===== config.mk =====
export PLATFORM = sky130hd
export DESIGN_NAME = l2_learning_unit
export DESIGN_NICKNAME = d
export VERILOG_FILES = /design/src/rtl/l2_learn_pkg.sv /design/src/rtl/l2_lu_update.sv /design/src/rtl/l2_learning_unit.sv
export SDC_FILE = /design/constraint.sdc
export NUM_CORES = 1
export LEC_CHECK = 0
export ABC_AREA = 1
export BUFFER_PORTS_ARGS = -buffer_cell sky130_fd_sc_hd__buf_2
export CELL_PAD_IN_SITES_DETAIL_PLACEMENT = 2
export CELL_PAD_IN_SITES_GLOBAL_PLACEMENT = 2
export CORE_ASPECT_RATIO = 1.5
export CORE_MARGIN = 2
export CORE_UTILIZATION = 29
export DETAILED_ROUTE_END_ITERATION = 16
export PLACE_DENSITY_LB_ADDON = 0.1
export SYNTH_ARGS = -nofsm -noshare
export SYNTH_HDL_FRONTEND = slang
export SYNTH_SLANG_ARGS = --single-unit

===== constraint.sdc =====
create_clock -name i_clk -period 8.25 [get_ports i_clk]
set_clock_uncertainty 0.05 [all_clocks]
set_input_delay 1.65 -clock i_clk [delete_from_list [all_inputs] [get_ports i_clk]]
set_output_delay 1.65 -clock i_clk [all_outputs]
set_load 0.01 [all_outputs]

===== src/rtl/l2_learn_pkg.sv =====
// Shared types and helpers for the layer-2 online learning unit.
// Holds the controller state encoding and the field-index arithmetic
// used to address the packed weight, trace, threshold and leak buses.
package l2_learn_pkg;

  localparam int N_NEUR      = 3;
  localparam int N_SYN       = 6;
  localparam int P_WIDTH_DEF = 9;

  typedef enum logic [2:0] {
    IDLE,
    WUPD,
    THUPD,
    DECAY,
    DONE
  } lu_state_e;

  // Flat field index of (neuron, synapse) in the packed weight bus, both 0-based
  function automatic int weightField(input int neuron, input int synapse);
    return neuron * N_SYN + synapse;
  endfunction

  // LSB position of a field inside any packed bus of equal-width fields
  function automatic int fieldLsb(input int field, input int width);
    return field * width;
  endfunction

  // Trace fields carry one more bit than weights so they can exceed the weight range
  function automatic int traceWidth(input int weightWidth);
    return weightWidth + 1;
  endfunction

endpackage


===== src/rtl/l2_lu_update.sv =====
// Saturating "move toward target" step: next = clip(cur + ((target - cur) >>> shift)).
// The difference is signed and the shift is arithmetic, so a negative step
// rounds toward minus infinity.
module l2_lu_update #(
  parameter int p_w     = 9,
  parameter int p_shift = 2
) (
  input  logic [p_w-1:0] cur_i,
  input  logic [p_w-1:0] target_i,
  output logic [p_w-1:0] next_o
);

  // Two guard bits: one for sign, one to catch overshoot above the unsigned maximum
  logic signed [p_w+1:0] diff;
  logic signed [p_w+1:0] step;
  logic signed [p_w+1:0] sum;

  // Compute the step and clip the result into [0, 2^p_w - 1]
  always_comb begin
    diff = $signed({2'b00, target_i}) - $signed({2'b00, cur_i});
    step = diff >>> p_shift;
    sum  = $signed({2'b00, cur_i}) + step;
    if (sum[p_w+1]) begin
      next_o = '0;
    end else if (sum[p_w]) begin
      next_o = '1;
    end else begin
      next_o = sum[p_w-1:0];
    end
  end

endmodule


===== src/rtl/l2_learning_unit.sv =====
// Online learning engine for the 3-neuron, 6-input second layer.
// On a winning spike it walks the winner's six weights toward the captured
// traces, then moves its threshold toward the captured leak value. An input
// event followed by a spike-free window triggers a floor-limited decay of
// all thresholds.
module l2_learning_unit
  import l2_learn_pkg::*;
#(
  parameter int p_width    = P_WIDTH_DEF,
  parameter int p_th_width = 2 * p_width + 4,
  parameter int p_eta_w    = 2,
  parameter int p_eta_th   = 3,
  parameter int p_win      = 64,
  parameter int p_th_dec   = 16,
  parameter int p_th_min   = 32
) (
  input  logic                                 i_clk,
  input  logic                                 i_rst,
  input  logic                                 i_learn_en,
  input  logic                                 i_load,
  input  logic [N_NEUR*N_SYN*p_width-1:0]      i_weight_init,
  input  logic [N_NEUR*p_th_width-1:0]         i_threshold_init,
  input  logic                                 i_event,
  input  logic [N_NEUR-1:0]                    i_spike,
  input  logic [N_SYN*traceWidth(p_width)-1:0] i_tr,
  input  logic [N_NEUR*p_th_width-1:0]         i_lv,
  output logic [N_NEUR*N_SYN*p_width-1:0]      o_weight,
  output logic [N_NEUR*p_th_width-1:0]         o_threshold,
  output logic                                 o_busy,
  output logic                                 o_update_done
);

  localparam int TR_W  = traceWidth(p_width);
  localparam int CNT_W = (p_win > 2) ? $clog2(p_win) : 1;

  localparam logic [2:0]            LAST_SYN = 3'(N_SYN - 1);
  localparam logic [CNT_W-1:0]      WIN_LAST = CNT_W'(p_win - 1);
  localparam logic [p_width-1:0]    W_MAX    = '1;
  localparam logic [p_th_width-1:0] TH_MIN   = p_th_width'(p_th_min);
  localparam logic [p_th_width-1:0] TH_DEC   = p_th_width'(p_th_dec);
  localparam logic [p_th_width-1:0] TH_KNEE  = p_th_width'(p_th_min + p_th_dec);

  lu_state_e                         state_q, state_d;
  logic [2:0]                        synCnt_q, synCnt_d;
  logic [1:0]                        winner_q, winner_d;
  logic [N_SYN*TR_W-1:0]             trCap_q, trCap_d;
  logic [p_th_width-1:0]             lvCap_q, lvCap_d;
  logic [N_NEUR*N_SYN*p_width-1:0]   weight_q, weight_d;
  logic [N_NEUR*p_th_width-1:0]      threshold_q, threshold_d;
  logic                              busy_q, done_q;
  logic                              winActive_q, winActive_d;
  logic [CNT_W-1:0]                  winCnt_q, winCnt_d;
  logic                              decayPending_q, decayPending_d;

  logic [1:0]                        spikeWinner;
  int                                wField;
  logic [TR_W-1:0]                   trSel;
  logic [p_width-1:0]                trSat;
  logic [p_width-1:0]                wCur, wNew;
  logic [p_th_width-1:0]             thCur, thNew;
  logic [N_NEUR*p_th_width-1:0]      thDecayed;
  logic [p_th_width-1:0]             thOld;

  // Lowest-index spiking neuron wins when several fire together
  always_comb begin
    if (i_spike[0]) begin
      spikeWinner = 2'd0;
    end else if (i_spike[1]) begin
      spikeWinner = 2'd1;
    end else begin
      spikeWinner = 2'd2;
    end
  end

  // Select the active synapse of the winner and clamp its trace to the weight range
  always_comb begin
    wField = weightField(int'(winner_q), int'(synCnt_q));
    trSel  = trCap_q[fieldLsb(int'(synCnt_q), TR_W) +: TR_W];
    trSat  = trSel[TR_W-1] ? W_MAX : trSel[p_width-1:0];
    wCur   = weight_q[fieldLsb(wField, p_width) +: p_width];
    thCur  = threshold_q[fieldLsb(int'(winner_q), p_th_width) +: p_th_width];
  end

  l2_lu_update #(
    .p_w    (p_width),
    .p_shift(p_eta_w)
  ) u_weightStep (
    .cur_i   (wCur),
    .target_i(trSat),
    .next_o  (wNew)
  );

  l2_lu_update #(
    .p_w    (p_th_width),
    .p_shift(p_eta_th)
  ) u_thresholdStep (
    .cur_i   (thCur),
    .target_i(lvCap_q),
    .next_o  (thNew)
  );

  // Decay every threshold by a fixed step, stopping at the floor; values already below the floor stay put
  always_comb begin
    thDecayed = threshold_q;
    thOld     = '0;
    for (int n = 0; n < N_NEUR; n++) begin
      thOld = threshold_q[n*p_th_width +: p_th_width];
      if (thOld < TH_MIN) begin
        thDecayed[n*p_th_width +: p_th_width] = thOld;
      end else if (thOld < TH_KNEE) begin
        thDecayed[n*p_th_width +: p_th_width] = TH_MIN;
      end else begin
        thDecayed[n*p_th_width +: p_th_width] = thOld - TH_DEC;
      end
    end
  end

  // Controller next state and datapath updates; load overrides everything and aborts a running update
  always_comb begin
    state_d     = state_q;
    synCnt_d    = synCnt_q;
    winner_d    = winner_q;
    trCap_d     = trCap_q;
    lvCap_d     = lvCap_q;
    weight_d    = weight_q;
    threshold_d = threshold_q;
    if (i_load) begin
      weight_d    = i_weight_init;
      threshold_d = i_threshold_init;
      synCnt_d    = '0;
      state_d     = IDLE;
    end else begin
      case (state_q)
        IDLE: begin
          if (i_learn_en && (|i_spike)) begin
            winner_d = spikeWinner;
            trCap_d  = i_tr;
            lvCap_d  = i_lv[fieldLsb(int'(spikeWinner), p_th_width) +: p_th_width];
            synCnt_d = '0;
            state_d  = WUPD;
          end else if (i_learn_en && decayPending_q) begin
            state_d = DECAY;
          end
        end
        WUPD: begin
          weight_d[fieldLsb(wField, p_width) +: p_width] = wNew;
          if (synCnt_q == LAST_SYN) begin
            state_d = THUPD;
          end else begin
            synCnt_d = synCnt_q + 3'd1;
          end
        end
        THUPD: begin
          threshold_d[fieldLsb(int'(winner_q), p_th_width) +: p_th_width] = thNew;
          state_d = DONE;
        end
        DECAY: begin
          threshold_d = thDecayed;
          state_d     = DONE;
        end
        DONE: begin
          state_d = IDLE;
        end
        default: begin
          state_d = IDLE;
        end
      endcase
    end
  end

  // No-spike window: an event arms it, a spike disarms it, running out of cycles requests a decay
  always_comb begin
    winActive_d    = winActive_q;
    winCnt_d       = winCnt_q;
    decayPending_d = decayPending_q;
    if (i_load) begin
      winActive_d    = 1'b0;
      winCnt_d       = '0;
      decayPending_d = 1'b0;
    end else begin
      if (state_q == DECAY) begin
        decayPending_d = 1'b0;
      end
      if (winActive_q) begin
        if (|i_spike) begin
          winActive_d = 1'b0;
          winCnt_d    = '0;
        end else if (winCnt_q == WIN_LAST) begin
          winActive_d    = 1'b0;
          winCnt_d       = '0;
          decayPending_d = 1'b1;
        end else begin
          winCnt_d = winCnt_q + CNT_W'(1);
        end
      end else if (i_event) begin
        winActive_d = 1'b1;
        winCnt_d    = '0;
      end
    end
  end

  // State and datapath registers; busy and done are registered from the next state
  always_ff @(posedge i_clk) begin
    if (i_rst) begin
      state_q        <= IDLE;
      synCnt_q       <= '0;
      winner_q       <= '0;
      trCap_q        <= '0;
      lvCap_q        <= '0;
      weight_q       <= '0;
      threshold_q    <= '0;
      busy_q         <= 1'b0;
      done_q         <= 1'b0;
      winActive_q    <= 1'b0;
      winCnt_q       <= '0;
      decayPending_q <= 1'b0;
    end else begin
      state_q        <= state_d;
      synCnt_q       <= synCnt_d;
      winner_q       <= winner_d;
      trCap_q        <= trCap_d;
      lvCap_q        <= lvCap_d;
      weight_q       <= weight_d;
      threshold_q    <= threshold_d;
      busy_q         <= (state_d != IDLE);
      done_q         <= (state_d == DONE);
      winActive_q    <= winActive_d;
      winCnt_q       <= winCnt_d;
      decayPending_q <= decayPending_d;
    end
  end

  assign o_weight      = weight_q;
  assign o_threshold   = threshold_q;
  assign o_busy        = busy_q;
  assign o_update_done = done_q;

endmodule


==> results.sh, run 1 <==
export IMPL_status="complete, no violations"
export IMPL_peakVddDrop_v=0.000367
export IMPL_fmax_mhz=133
export IMPL_seqPwrFrac_pct=21.8
export IMPL_place_area_um2=27600
export IMPL_cap_viol_max_count=0
export IMPL_grt_max_degree=103
export IMPL_cts_root_buffer="clkbuf_16"
export IMPL_synth_area_um2=23800
export IMPL_firstDrtPassIters=5
export IMPL_avgSynthCellArea_um2=6.42
export IMPL_start_util_pct=29.3
export IMPL_grt_first_pass_wirelength_mm=207
export IMPL_antenna_found_initial=10
export IMPL_worstPathRequired_ns=8.72
export IMPL_first_global_vias=31300
export IMPL_yosysTopAreaCell="dfxtp_1"
export IMPL_syn_inst=3709
export IMPL_setup_violations=0
export IMPL_tightest_slew_ns=1.08
export IMPL_crit_arrival_ns=7.99
export IMPL_switching_share_pct=52.7
export IMPL_relSlewSlack_pct=27.8
export IMPL_pin_count=592
export IMPL_cts_tree="built"
export IMPL_hold_violations=0
export IMPL_ant_nets=0
export IMPL_drive_gt1_share_pct=18.8
export IMPL_ys_seq_area_share_pct=27.6
export IMPL_crit_path_frequent_cell="nand2_1"
export IMPL_hold_ws_ns=0.404
export IMPL_hold_buffers=0
export IMPL_synth_top_cells_by_count="643 x nand2_1, 534 x nand3_1, 331 x o21ai_0"
export IMPL_grtUsageTotal_pct=32.4
export IMPL_max_clock_path_buffers=3
export IMPL_crit_path_start_kind="flop"
export IMPL_ys_ff_latch=328
export IMPL_p_per_area_nw_per_um2=287
export IMPL_finalMaxSlewViolations=0
export IMPL_cts_resized_gates=0
export IMPL_die_height_um=355
export IMPL_endpoint_kind="flop"
export IMPL_gp_congestion=0.912
export IMPL_route_detailed_drc=0
export IMPL_chipWidth_um=238
export IMPL_async_flop_share_pct=0
export IMPL_min_period_over_period_pct=91.2
export IMPL_hold_path_class="flop to flop"
export IMPL_post_drt_via_cell_ratio=5.66
export IMPL_synth_edff_count=0
export IMPL_syn2layout_area_growth_pct=21.3
export IMPL_rows=128
export IMPL_synthDistinctLibCells=60
export IMPL_wl_mm=141
export IMPL_core_area_um2=81200
export IMPL_yosysMostFrequentCell="nand2_1"
export IMPL_p_comb_share_pct=56.6
export IMPL_slowest_stage="a221oi_1"
export IMPL_design_area_um2=28900
export IMPL_num_vias=29600
export IMPL_cts_sinks=328
export IMPL_h_tree_depth=2
export IMPL_post_dp_hpwl_mm=109
export IMPL_path_class="flop to flop"
export IMPL_dieArea_um2=84400
export IMPL_grt_remaining_overflow=0
export IMPL_portBuffers=591
export IMPL_rsz0062_at_grt="false"
export IMPL_power_switching_w=0.00436
export IMPL_routedWlPerCell_um=26.9
export IMPL_synth_flop_cell="dfxtp_1"
export IMPL_synth_warning_count=0
export IMPL_cp_slowest_stage_delay_ns=0.94
export IMPL_cts_made_buffers=40
export IMPL_fin_crit_ns=7.52
export IMPL_synth_top_area_share_pct=27.6
export IMPL_cp_max_fo=30
export IMPL_p_int_w=0.00391
export IMPL_synthTopCellsByArea="dfxtp_1 28%, nand3_1 11%, nand2_1 10%, o21ai_0 7.0%, a21oi_1 6.7%"
export IMPL_tns_ns=0
export IMPL_nets=4611
export IMPL_worstSkewPairLatency_ns=0.59
export IMPL_clk_pin_slew_ns=0.06
export IMPL_p_leak_nw=12.7
export IMPL_clkPwrFrac_pct=21.6
export IMPL_post_cts_buffers=0
export IMPL_drt_iter0_drc=1780
export IMPL_synth_nets=4156
## power groups by stage
stage	sequential [W]	combinational [W]	clock (W)
final	0.00180	0.00468	0.00179
after global routing	0.00181	0.00500	0.00188
after CTS	0.00180	0.00464	0.00183
after detailed placement	0.00184	0.00462	0
after global placement	0.00184	0.00457	0
after floorplan	0.00182	0.00282	0
## cell usage in the layout (no fill, tap or decap), drive strengths merged, types with 58 or more instances in the layout
cell type and n:
nor2 339, a31oi 181, ha 82, clkbuf 60
a21oi 319, inv 340, dfxtp 328, nand2 652
buf 654, o21ai 338, nand3 536, nand4 58
## layer usage
metal | global-route usage [%] | vias up | wire length (um)
li1 | - | 13700 | -
met1 | 35.6 | 14700 | 52800
met2 | 60.3 | 943 | 73000
met3 | 3.37 | 290 | 6090
met4 | 18.3 | 6 | 9000
met5 | 0 | - | 41
## final timing paths
kind | slack, ns | depth (start not counted) | endpoint | start
max | 0.73 | 33 | o_threshold[38]$_SDFFE_PP0P_ | winner_q[0]$_SDFFE_PP0P_
min | 0.40 | 2 | trCap_q[54]$_SDFFE_PP0P_ | trCap_q[54]$_SDFFE_PP0P_
max reg2reg | 0.73 | 33 | o_threshold[38]$_SDFFE_PP0P_ | winner_q[0]$_SDFFE_PP0P_
min reg2reg | 0.40 | 2 | trCap_q[54]$_SDFFE_PP0P_ | trCap_q[54]$_SDFFE_PP0P_
## state kept, by name, indices dropped and copies added (netlist names)
signal and count:
state_q 3, o_busy 1, o_weight 162, winner_q 2, winActive_q 1, o_update_done 1, decayPending_q 1, trCap_q 60
synCnt_q 3, lvCap_q 22, winCnt_q 6, o_threshold 66
## kinds of logic after synthesis
group	synth area share, %
buf+inv	9.66
flops	27.6
fa+ha+maj	4.56
simple gates	31.2
xor+xnor	3.61
compound gates	23.4
## critical path: cells and delay by family, from the launching register on
family | cells | cell delay [ns]
flops | 1 | 0.37
compound gates | 10 | 3.08
xor+xnor | 1 | 0.11
buf+inv | 5 | 0.73
fa+ha+maj | 2 | 0.78
simple gates | 15 | 2.35
## area by class of cell
| class | instances | area, um^2 |
|---|---|---|
| clock inverters | 10 | 92.6 |
| inverters | 341 | 1290 |
| flip-flops and latches | 328 | 6570 |
| diodes | 6 | 15.0 |
| multi-input cells | 2798 | 15000 |
| repair buffers | 655 | 3500 |
| clock buffers | 59 | 1140 |
| well taps | 1040 | 1300 |
| fillers | 10100 | 52300 |
## through the flow
stage                     setup WS, ns  util (%)  total power [W]  std cells
final                            0.729      35.6          0.00828       5237
after global routing            0.0863      35.5          0.00870       5235
after CTS                        0.541      35.5          0.00827       5231
after detailed placement         0.650      34.0          0.00645       5162
after global placement           0.758      34.0          0.00641       5162
after floorplan                   1.82         -          0.00464       3709
Power figures use the tool's default switching activity.
==> run 2: changes to the inputs <==
GPL_TIMING_DRIVEN = 0   (was not set)
PLACE_DENSITY = 0.83   (was not set)
PLACE_DENSITY_LB_ADDON = not set   (was 0.1)
RECOVER_POWER = 100   (was not set)
==> run 2 against run 1 <==
Effect of this change: the run now ends with capacitance limit, slew limit left; wire length rose by 15%; clock power rose by 6%; maximum frequency fell by 7.7%; global-route usage rose by 4.6 points; count of clock-buffer cells in the layout fell by 7.
==> results.sh, run 2 (same netlist as run 1, synthesis figures left out) <==
export IMPL_reg2reg_from="winner_q[0]$_SDFFE_PP0P_"
export IMPL_first_global_vias=34000
export IMPL_post_dp_hpwl_mm=131
export IMPL_top_layer="met5"
export IMPL_slowest_stage="o311ai_0"
export IMPL_hold_violations=0
export IMPL_cp_max_fo=16
export IMPL_min_from="trCap_q[59]$_SDFFE_PP0P_"
export IMPL_grt_max_degree=17
export IMPL_die_height_um=355
export IMPL_dp_slack_ns=-1.64
export IMPL_largest_register_ffs=162
export IMPL_setup_slack_ns=0.0972
export IMPL_fin_crit_ns=8.15
export IMPL_peakVddDrop_v=0.000204
export IMPL_tns_ns=0
export IMPL_clk_pin_slew_ns=0.07
export IMPL_cp_slowest_stage_delay_ns=1.09
export IMPL_portBuffers=588
export IMPL_max_clock_path_buffers=3
export IMPL_cts_sinks=328
export IMPL_fmax_mhz=123
export IMPL_r2r_slack_ns=0.1
export IMPL_antenna_found_initial=14
export IMPL_crit_path_start="winner_q[0]$_SDFFE_PP0P_"
export IMPL_h_tree_depth=2
export IMPL_ant_nets=0
export IMPL_gp_congestion=1.05
export IMPL_design_area_um2=29200
export IMPL_num_vias=31800
export IMPL_worstSkewPairLatency_ns=0.61
export IMPL_layout_commonest_cell="nand2_1"
export IMPL_hold_end="trCap_q[59]$_SDFFE_PP0P_"
export IMPL_layout_cells_non_filler=5418
export IMPL_cap_viol_max_count=4
export IMPL_cts_root_buffer="clkbuf_16"
export IMPL_min_path_cells=2
export IMPL_relSlewSlack_pct=-4.36
export IMPL_p_leak_nw=12.0
export IMPL_chipWidth_um=238
export IMPL_start_util_pct=29.3
export IMPL_crit_arrival_ns=8.61
export IMPL_finalMaxSlewViolations=15
export IMPL_finalPower_w=0.00868
export IMPL_path_class="flop to flop"
export IMPL_met1_length_mm=56.2
export IMPL_pin_count=592
export IMPL_cts_made_buffers=39
export IMPL_core_area_um2=81200
export IMPL_mostFrequentLayoutCells="644 x nand2_1, 534 x nand3_1, 404 x clkbuf_1, 382 x buf_2, 329 x o21ai_0"
export IMPL_firstDrtPassIters=9
export IMPL_hold_path_class="flop to flop"
export IMPL_syn2layout_area_growth_pct=22.8
export IMPL_place_inst=5338
export IMPL_wl_mm=162
export IMPL_post_drt_via_cell_ratio=5.88
export IMPL_routedWlPerCell_um=29.8
export IMPL_crit_path_start_kind="flop"
export IMPL_r2r_cells=28
export IMPL_dr_wl_met3_mm=10.2
export IMPL_status="finished with violations"
export IMPL_rsz0062_at_grt="false"
export IMPL_route_detailed_drc=0
export IMPL_drt_iter0_drc=2141
export IMPL_setup_violations=0
export IMPL_grt_remaining_overflow=0
export IMPL_place_area_um2=28100
export IMPL_worstPathRequired_ns=8.70
export IMPL_route_met2_wl_mm=78.9
export IMPL_drive_gt1_share_pct=12.9
export IMPL_p_per_area_nw_per_um2=297
export IMPL_violations="capacitance limit, slew limit"
export IMPL_grtUsageTotal_pct=37.0
export IMPL_rows=128
export IMPL_reg2reg_to="o_weight[41]$_SDFFE_PP0P_"
export IMPL_tightest_slew_ns=1.57
export IMPL_min_period_over_period_pct=98.8
export IMPL_dieArea_um2=84400
export IMPL_endpoint_kind="flop"
export IMPL_cts_tree="built"
export IMPL_nets=4784
export IMPL_grt_first_pass_wirelength_mm=230
## run 2: cell types whose count changed in the layout (fill, tap and decap cells not counted), sizes merged
cell / previous run / this run
inv: 340 / 339
clkinvlp: 1 / 3
diode: 6 / 11
clkbuf: 60 / 466
bufinv: 1 / 3
clkinv: 9 / 15
buf: 654 / 415
## run 2: report_power, final
part | internal [W] | switching [W]
Sequential | 0.00168 | 0.000141
Combinational | 0.00132 | 0.00365
Clock | 0.00106 | 0.000829
Total | 0.00407 | 0.00462
## run 2: what timing repair did
| item | 4_1_cts | 5_1_grt |
|---|---|---|
| endpoints found under the hold margin | 0 | 0 |
| hold buffers | 0 | 0 |
| resized for setup | 14 | 35 |
| cloned | 0 | 0 |
| setup endpoints to repair | 178 | 225 |
| buffers inserted | 1 | 0 |
## run 2: through the flow
step	utilization [%]	hold slack, ns
final	36.0	0.409
after CTS	36.2	0.413
after global placement	34.5	0.392
after floorplan	-	0.375
after detailed placement	34.5	0.404
after global routing	36.0	0.432
## run 2: area by class of cell
cell class              count  area, um^2
plain buffers             238        1050
fillers                 10100       52000
flip-flops and latches    328        6570
clock buffers              52        1120
diodes                     11        27.5
inverters                 341        1280
well taps                1040        1300
repair buffers            591        2680
clock inverters            19         213
multi-input cells        2798       15000
## run 2: worst max-delay path: cells and delay by family (launching register included)
kind | cells | cell delay (ns)
AO/OA/AOI/OAI | 8 | 2.56
buffers and inverters | 9 | 2.10
adder cells (fa/ha/maj) | 4 | 1.60
XOR/XNOR | 2 | 0.64
AND/OR/NAND/NOR | 5 | 0.63
flip-flops | 1 | 0.47
## run 2: layer usage
metal | track usage, % | vias up
met5 | 0 | -
met4 | 31.5 | 4
met3 | 6.00 | 603
met2 | 65.6 | 1507
met1 | 38.0 | 15700
li1 | - | 14000
## run 2: worst max-delay path by stage
stage                                       to  slack (ns)
floorplan            o_weight[78]$_SDFFE_PP0P_        1.82
global placement     o_weight[90]$_SDFFE_PP0P_       -1.29
detailed placement  o_weight[154]$_SDFFE_PP0P_       -1.64
CTS                 o_weight[154]$_SDFFE_PP0P_        0.01
global route         o_weight[89]$_SDFFE_PP0P_        0.02
finish               o_weight[41]$_SDFFE_PP0P_         0.1
